File: config.mk
export PLATFORM = sky130hd
export DESIGN_NAME = fetch_unit
export DESIGN_NICKNAME = d
export VERILOG_FILES = /design/src/rtl/fetch_unit.sv
export SDC_FILE = /design/constraint.sdc
export NUM_CORES = 1
export LEC_CHECK = 0
export CAP_MARGIN = 25
export CORE_MARGIN = 3
export CORE_UTILIZATION = 50
export CTS_BUF_LIST = sky130_fd_sc_hd__clkbuf_8 sky130_fd_sc_hd__clkbuf_16
export DETAILED_ROUTE_END_ITERATION = 7
export HOLD_SLACK_MARGIN = 0.02
export PLACE_DENSITY = 0.74
export SETUP_SLACK_MARGIN = 0.5
export SYNTH_ARGS = -nofsm -noshare
export SYNTH_HDL_FRONTEND = slang
export SYNTH_SLANG_ARGS = --single-unit
export TNS_END_PERCENT = 5
File: constraint.sdc
create_clock -name clk -period 6.15 [get_ports clk]
set_clock_uncertainty 0.1 [all_clocks]
set_input_delay 1.23 -clock clk [delete_from_list [all_inputs] [get_ports clk]]
set_output_delay 1.23 -clock clk [all_outputs]
set_load 0.01 [all_outputs]
File: src/rtl/fetch_unit.sv
// fetch_unit: in-order instruction fetch front end.
// Issues requests to instruction memory within a credit budget, tracks the PC of
// every granted request, buffers responses in a small FIFO and presents one
// instruction per cycle to decode. Redirects flush the buffer and discard the
// responses still in flight.
module fetch_unit #(
  parameter logic [31:0] RESET_PC   = 32'h0000_0000,
  parameter int          FIFO_DEPTH = 4
) (
  input  logic        clk,
  input  logic        rst,
  input  logic        stall,
  input  logic        redirect,
  input  logic [31:0] redirect_pc,
  output logic        imem_req,
  output logic [31:0] imem_addr,
  input  logic        imem_gnt,
  input  logic        imem_rvalid,
  input  logic [31:0] imem_rdata,
  output logic [31:0] instruction,
  output logic [31:0] PC,
  output logic        inst_valid
);

  localparam int PW = $clog2(FIFO_DEPTH);
  localparam int CW = $clog2(FIFO_DEPTH + 1);
  localparam logic [31:0] NOP_INSN = 32'h0000_0013;
  localparam logic [CW:0]   DEPTH_C = (CW + 1)'(FIFO_DEPTH);
  localparam logic [PW-1:0] P_ONE   = PW'(1);
  localparam logic [CW-1:0] C_ZERO  = {CW{1'b0}};

  typedef enum logic [1:0] {
    IDLE  = 2'd0,
    FETCH = 2'd1,
    DRAIN = 2'd2
  } state_t;

  state_t        state_q, state_d;
  logic [31:0]   fetch_pc_q, fetch_pc_d;
  logic [CW-1:0] outst_q, outst_d;
  logic [CW-1:0] drop_q, drop_d;

  // PCs of granted requests, consumed in order as responses come back
  logic [31:0]   pend_pc_q [FIFO_DEPTH];
  logic [31:0]   pend_pc_d [FIFO_DEPTH];
  logic [PW-1:0] pend_wr_q, pend_wr_d;
  logic [PW-1:0] pend_rd_q, pend_rd_d;

  // response buffer holding {PC, instruction} pairs
  logic [31:0]   fifo_pc_q   [FIFO_DEPTH];
  logic [31:0]   fifo_pc_d   [FIFO_DEPTH];
  logic [31:0]   fifo_data_q [FIFO_DEPTH];
  logic [31:0]   fifo_data_d [FIFO_DEPTH];
  logic [PW-1:0] fifo_wr_q, fifo_wr_d;
  logic [PW-1:0] fifo_rd_q, fifo_rd_d;
  logic [CW-1:0] fifo_cnt_q, fifo_cnt_d;

  logic [31:0]   instr_q, instr_d;
  logic [31:0]   pc_q, pc_d;
  logic          valid_q, valid_d;

  logic          credit_ok_s;
  logic          grant_s;
  logic          resp_s;
  logic          push_s;
  logic          pop_s;

  // Every in-flight request owns a buffer slot, so the buffer can never overflow.
  assign credit_ok_s = ({1'b0, outst_q} + {1'b0, fifo_cnt_q}) < DEPTH_C;
  assign imem_req    = (state_q == FETCH) & ~redirect & credit_ok_s;
  assign imem_addr   = fetch_pc_q;
  assign grant_s     = imem_req & imem_gnt;
  // A response with nothing outstanding belongs to no live request.
  assign resp_s      = imem_rvalid & (outst_q != C_ZERO);
  assign push_s      = resp_s & ~redirect & (drop_q == C_ZERO);
  assign pop_s       = ~redirect & ~stall & (fifo_cnt_q != C_ZERO);

  assign instruction = instr_q;
  assign PC          = pc_q;
  assign inst_valid  = valid_q;

  // Next state and number of in-flight responses still to be thrown away.
  always_comb begin
    state_d = state_q;
    drop_d  = drop_q;
    case (state_q)
      IDLE: begin
        state_d = FETCH;
      end
      FETCH, DRAIN: begin
        if (redirect) begin
          drop_d  = outst_q - CW'(resp_s);
          state_d = (drop_d != C_ZERO) ? DRAIN : FETCH;
        end else if (state_q == DRAIN) begin
          drop_d  = drop_q - CW'(resp_s);
          state_d = (drop_d == C_ZERO) ? FETCH : DRAIN;
        end else begin
          state_d = FETCH;
        end
      end
      default: begin
        state_d = IDLE;
      end
    endcase
  end

  // Fetch address, in-flight count and per-request PC tracking.
  always_comb begin
    fetch_pc_d = fetch_pc_q;
    outst_d    = outst_q + CW'(grant_s) - CW'(resp_s);
    pend_pc_d  = pend_pc_q;
    pend_wr_d  = pend_wr_q;
    pend_rd_d  = pend_rd_q;
    if (redirect) begin
      fetch_pc_d = redirect_pc;
    end else if (grant_s) begin
      fetch_pc_d = fetch_pc_q + 32'd4;
    end else begin
      fetch_pc_d = fetch_pc_q;
    end
    if (grant_s) begin
      pend_pc_d[pend_wr_q] = fetch_pc_q;
      pend_wr_d            = pend_wr_q + P_ONE;
    end else begin
      pend_wr_d = pend_wr_q;
    end
    if (resp_s) begin
      pend_rd_d = pend_rd_q + P_ONE;
    end else begin
      pend_rd_d = pend_rd_q;
    end
  end

  // Response buffer: pop reads the old head, so a push is visible a cycle later.
  always_comb begin
    fifo_pc_d   = fifo_pc_q;
    fifo_data_d = fifo_data_q;
    fifo_wr_d   = fifo_wr_q;
    fifo_rd_d   = fifo_rd_q;
    fifo_cnt_d  = fifo_cnt_q;
    if (redirect) begin
      fifo_wr_d  = {PW{1'b0}};
      fifo_rd_d  = {PW{1'b0}};
      fifo_cnt_d = C_ZERO;
    end else begin
      if (push_s) begin
        fifo_pc_d[fifo_wr_q]   = pend_pc_q[pend_rd_q];
        fifo_data_d[fifo_wr_q] = imem_rdata;
        fifo_wr_d              = fifo_wr_q + P_ONE;
      end else begin
        fifo_wr_d = fifo_wr_q;
      end
      if (pop_s) begin
        fifo_rd_d = fifo_rd_q + P_ONE;
      end else begin
        fifo_rd_d = fifo_rd_q;
      end
      fifo_cnt_d = fifo_cnt_q + CW'(push_s) - CW'(pop_s);
    end
  end

  // Decode-facing outputs: redirect wins, stall freezes, otherwise pop or NOP.
  always_comb begin
    instr_d = instr_q;
    pc_d    = pc_q;
    valid_d = valid_q;
    if (redirect) begin
      instr_d = NOP_INSN;
      pc_d    = redirect_pc;
      valid_d = 1'b0;
    end else if (!stall) begin
      if (fifo_cnt_q != C_ZERO) begin
        instr_d = fifo_data_q[fifo_rd_q];
        pc_d    = fifo_pc_q[fifo_rd_q];
        valid_d = 1'b1;
      end else begin
        instr_d = NOP_INSN;
        valid_d = 1'b0;
      end
    end else begin
      valid_d = valid_q;
    end
  end

  // Control state with asynchronous reset.
  always_ff @(posedge clk or posedge rst) begin
    if (rst) begin
      state_q    <= IDLE;
      fetch_pc_q <= RESET_PC;
      outst_q    <= C_ZERO;
      drop_q     <= C_ZERO;
      pend_wr_q  <= {PW{1'b0}};
      pend_rd_q  <= {PW{1'b0}};
      fifo_wr_q  <= {PW{1'b0}};
      fifo_rd_q  <= {PW{1'b0}};
      fifo_cnt_q <= C_ZERO;
      instr_q    <= NOP_INSN;
      pc_q       <= RESET_PC;
      valid_q    <= 1'b0;
    end else begin
      state_q    <= state_d;
      fetch_pc_q <= fetch_pc_d;
      outst_q    <= outst_d;
      drop_q     <= drop_d;
      pend_wr_q  <= pend_wr_d;
      pend_rd_q  <= pend_rd_d;
      fifo_wr_q  <= fifo_wr_d;
      fifo_rd_q  <= fifo_rd_d;
      fifo_cnt_q <= fifo_cnt_d;
      instr_q    <= instr_d;
      pc_q       <= pc_d;
      valid_q    <= valid_d;
    end
  end

  // Storage arrays; their contents are only meaningful under the pointers above.
  always_ff @(posedge clk) begin
    pend_pc_q   <= pend_pc_d;
    fifo_pc_q   <= fifo_pc_d;
    fifo_data_q <= fifo_data_d;
  end

endmodule

After elaboration in Yosys (flattened, before gate mapping). Cells that the tools add are included.

Register bits after elaboration: 500. Input bits: 70. Logic and storage cells: 116.

Add/sub/neg operators: 12. Order comparisons: 7. Equal/unequal tests: 3. Mux-type cells: 39. Bitwise logic cells: 14. Reductions and logical operators: 17.

Operator list (count): $mux W32 (16); $bwmux W128 (3); $bmux W32 S2 (3); $demux W32 S2 (2); $add A32 B3 Y32 const B (1); $mux W2 (8); $ge A3 B3 Y1 const B (4); $not A2 Y3 (4); $sub A3 B1 Y3 (4); $reduce_bool A2 Y1 (5); $mux W3 (3); $reduce_bool A3 Y1 (3); $add A2 B1 Y2 const B (4); $and A1 B1 Y1 (8); $add A3 B1 Y3 (2); $logic_not A3 Y1 (2); $lt A3 B1 Y1 const B (2); $reduce_and A2 Y1 (3); $add A3 B3 Y4 (1); $lt A4 B3 Y1 const B (1); $pmux W2 S2 (1); $mux W1 (3); $eq A2 B1 Y1 const B (1); $eq A2 B2 Y1 const B (1); other kinds (5) (7).

Depth between registers and ports, before layout.
Depth in word-level cells: 8. Gate-level depth with buffers: 14.

Worst setup path before layout. OpenSTA, ideal clock, no wires.

Path type: input to register. From: in redirect. To: reg fifo_data_q[0] in the netlist's numbering, enable pin. Library setup time: 0.429 ns. Arrival time: 3.346 ns. Setup slack: 2.275 ns. Stages: 3. Buffers on the path: 1. Cells stage by stage: buf_6 nor4_1 and3_1.

Word-level cells in the longest chain between the ends: 4.

Ends and longest elaborated chain: from (decl) (RTL line 13) `input logic redirect,`; $not A1 Y1 (no line) (*); $and A1 B1 Y1 (2 in series) (RTL line 75) `assign push_s = resp_s & ~redirect & (drop_q == C_ZERO);`; $reduce_and A2 Y1 (no line) (*); to (signal assigned) (RTL line 220) `fifo_data_q <= fifo_data_d;`; to (decl) (RTL line 52) `logic [31:0] fifo_data_q [FIFO_DEPTH];`.

Mark *: on every way between the ends. The rest lies on a longest branch, timed or not. A chain may end at the register's enable or synchronous reset.

Final worst setup path.
From: reg outst_q[2]. To: out imem_req.

Word-level cells in the longest chain between the ends: 3.

Ends and longest elaborated chain: from (decl) (RTL line 40) `logic [CW-1:0] outst_q, outst_d;`; from (signal assigned) (RTL line 203) `outst_q <= outst_d;`; $add A3 B3 Y4 (RTL line 69) `assign credit_ok_s = ({1'b0, outst_q} + {1'b0, fifo_cnt_q}) < DEPTH_C;`; $lt A4 B3 Y1 (RTL line 69); $and A1 B1 Y1 (RTL line 70) `assign imem_req = (state_q == FETCH) & ~redirect & credit_ok_s;`; to (decl) (RTL line 15) `output logic imem_req,`.

Every way passes these cells.

==> qor.yml <==
sta:
  fin_ws_ns: 2.403
  max_freq_mhz: 266.9
  final_hold_viol_count: 0
  finalSetupViolCount: 0
  tightest_slew_ns: 1.058
  relSlewSlack: 0.2947
  finalCritPeriodShare: 0.6093
  fin_setup_tns_ns: 0
  min_period_ns: 3.747
  drv_slew: 0
  grt_setup_unrepaired: "false"
clocking:
  cts_tree: "built"
  clk_latency_ns: 0.56
  cts_resized: 0
  clk_pin_slew_worst_paths_ns: 0.06
  cts_hold_buffers: 0
  cts-root-buf: "clkbuf_16"
  cts_setup_buffers: 0
  clk_path_buf_depth: 3
  clock_sinks: 500
  cts_made_buffers: 50
  htree_levels: 2
synthesis:
  synth_top_area_share: 0.5931
  synth_ff_type: "edfxtp_1"
  netlist_top_cells_count: "384 x edfxtp_1, 113 x dfrtp_1, 96 x mux4_2, 56 x nand2_1, 42 x o21ai_0"
  synth_nets: 1126
  seq_area_frac_synth: 0.7426
  async_flop_share: 0.2320
  synth_warnings: 0
  ys_ff_latch: 500
  syn_inst: 1031
  synth.distinct_cells: 51
  synthMostInstantiatedCell: "edfxtp_1"
  syn_avg_cell_area_um2: 18.86
  yosysTopAreaCell: "edfxtp_1"
  ys_top_cells_by_area: "edfxtp_1 59%, dfrtp_1 15%, mux4_2 11%"
  syn-cell-area_um2: 19440
  synth-edff-count: 384
detailed_routing:
  detail_route.first_pass.iterations: 7
  drc: 0
  drt-wirelength-per-cell_um: 23.54
  vias: 10236
  via_per_inst: 5.777
  drtIter0Drc: 715
  drt-total-wl_um: 41720
  postRouteAntennaNets: 0
finish:
  multi_input_area_um2: 4706
  seq_area_um2: 14440
  final_util: 0.6154
  fillers: 2757
  layout.cells.non_filler: 1772
  drive_gt1_frac: 0.1667
  fin_nets: 1317
  syn2layout_area_growth_pct: 20.35
global_routing:
  overflow: 0
  grt_usage: 0.2034
  grt_pass1_wl_um: 64020
  antenna_found_initial: 0
  grt_pass1_vias: 10654
  grt_max_degree: 79
power:
  power.density_nw_per_um2: 383.6
  leakagePower_uw: 0.008002
  power_uw: 8976
  power_switching_uw: 2351
  clkPwrFrac: 0.324
  power_frac_seq: 0.474
  internal-power_uw: 6625
  combPwrFrac: 0.202
  switching_share: 0.2620
  irDropWorstVdd_mv: 0.2407
critical_path:
  reg2reg_slack_ns: 2.90
  cp.arrival_ns: 2.42
  rr_worst_depth: 12
  crit_path_end_kind: "primary output"
  crit_path_max_fanout: 4
  timing.rr.start: "outst_q[2]"
  start_kind: "flip-flop"
  required_ns: 4.82
  rr_endpoint: "outst_q[2]"
  criticalPathCategory: "reg -> out"
outcome:
  run_status: "completed"
worst_hold_path:
  hold_path_startpoint: "instruction[18]"
  min_to: "instruction[18]"
  hold_path_class: "reg -> reg"
  hold_depth: 1
die:
  start_util: 0.5113
  die_x_um: 203.2
  dieArea_um2: 41280
  chipHeight_um: 203.2
  core_area_um2: 38020
  rows: 71
  ios: 168
place:
  io_buffers: 167
  dp_hpwl_um: 24690
  gp_congestion: 0.7719
  pre_cts_ws_ns: 2.042
  dp.cells: 1676
job:
  drv_cap: 0
[power by group through the flow]
stage	logic [µW]	clock network [µW]	registers, µW
finish	1820	2910	4250
global route	1980	3110	4290
CTS	1780	2960	4300
detailed placement	1770	0	4360
global placement	1710	0	4350
floorplan	1190	0	4270
[worst max-delay path: stages (launching register included)]
cell and delay (ns):
dfrtp_1 0.45, ha_1 0.37, nor4b_4 0.28, nand2_1 0.08, nor2_1 0.12, clkdlybuf4s50_1 0.57
[metrics by stage]
stage | area [µm²] | hold WS, ns
final | 23400 | 0.4035
after global routing | 23390 | 0.4132
after CTS | 23260 | 0.4081
after detailed placement | 21680 | 0.3947
after global placement | 21680 | 0.3868
after floorplan | 19440 | 0.4111
[registers in the layout (all words and copies together), names as in the netlist, 3 cells and up]
name         count
PC              32
drop_q           3
fifo_cnt_q       3
fifo_pc_q      128
outst_q          3
imem_addr       32
fifo_data_q    128
pend_pc_q      128
instruction     32
[area by class of cell]
class	instances	area share
sequential	500	0.6173
multi-input combinational	455	0.2011
timing repair buffer	188	0.08225
clock buffer	53	0.05572
tap	511	0.02733
clock inverter	37	0.01150
inverter	27	0.004652
antenna	1	0.0001070
[cells by family after synthesis]
kind of cell	after synthesis	synth area share
AO/OA/AOI/OAI	136	0.04685
XOR/XNOR	19	0.008560
adder cells (fa/ha/maj)	25	0.01686
buffers and inverters	76	0.01686
flip-flops	500	0.7426
multiplexers	129	0.1283
AND/OR/NAND/NOR	146	0.03997
[how the worst max path moves through the flow]
stage | end | startpoint | depth (start not counted)
finish | imem_req | outst_q[2] | 5
global route | imem_req | outst_q[2] | 5
CTS | imem_req | outst_q[2] | 5
detailed placement | fifo_cnt_q[2] | stall | 12
global placement | fifo_cnt_q[2] | stall | 12
floorplan | PC[0] | rst | 1
[cell usage in the layout (no fill, tap or decap), drive strengths merged, types with 24 or more instances in the layout]
cell,synthesis,layout
nor2,24,24
edfxtp,384,384
mux2i,32,32
dfrtp,113,113
nand2,56,56
a22o,29,29
clkbuf,24,53
clkdlybuf4s50,0,166
mux4,96,96
inv,27,45
o21ai,42,42
[routing by layer]
layer / part of all wire / global-route usage
met2: 0.50 / 0.3371
met4: 0.019 / 0.05162
met1: 0.42 / 0.2809
met5: 0 / 0
met3: 0.064 / 0.04230
No activity file was read; power rests on OpenSTA's default activity.
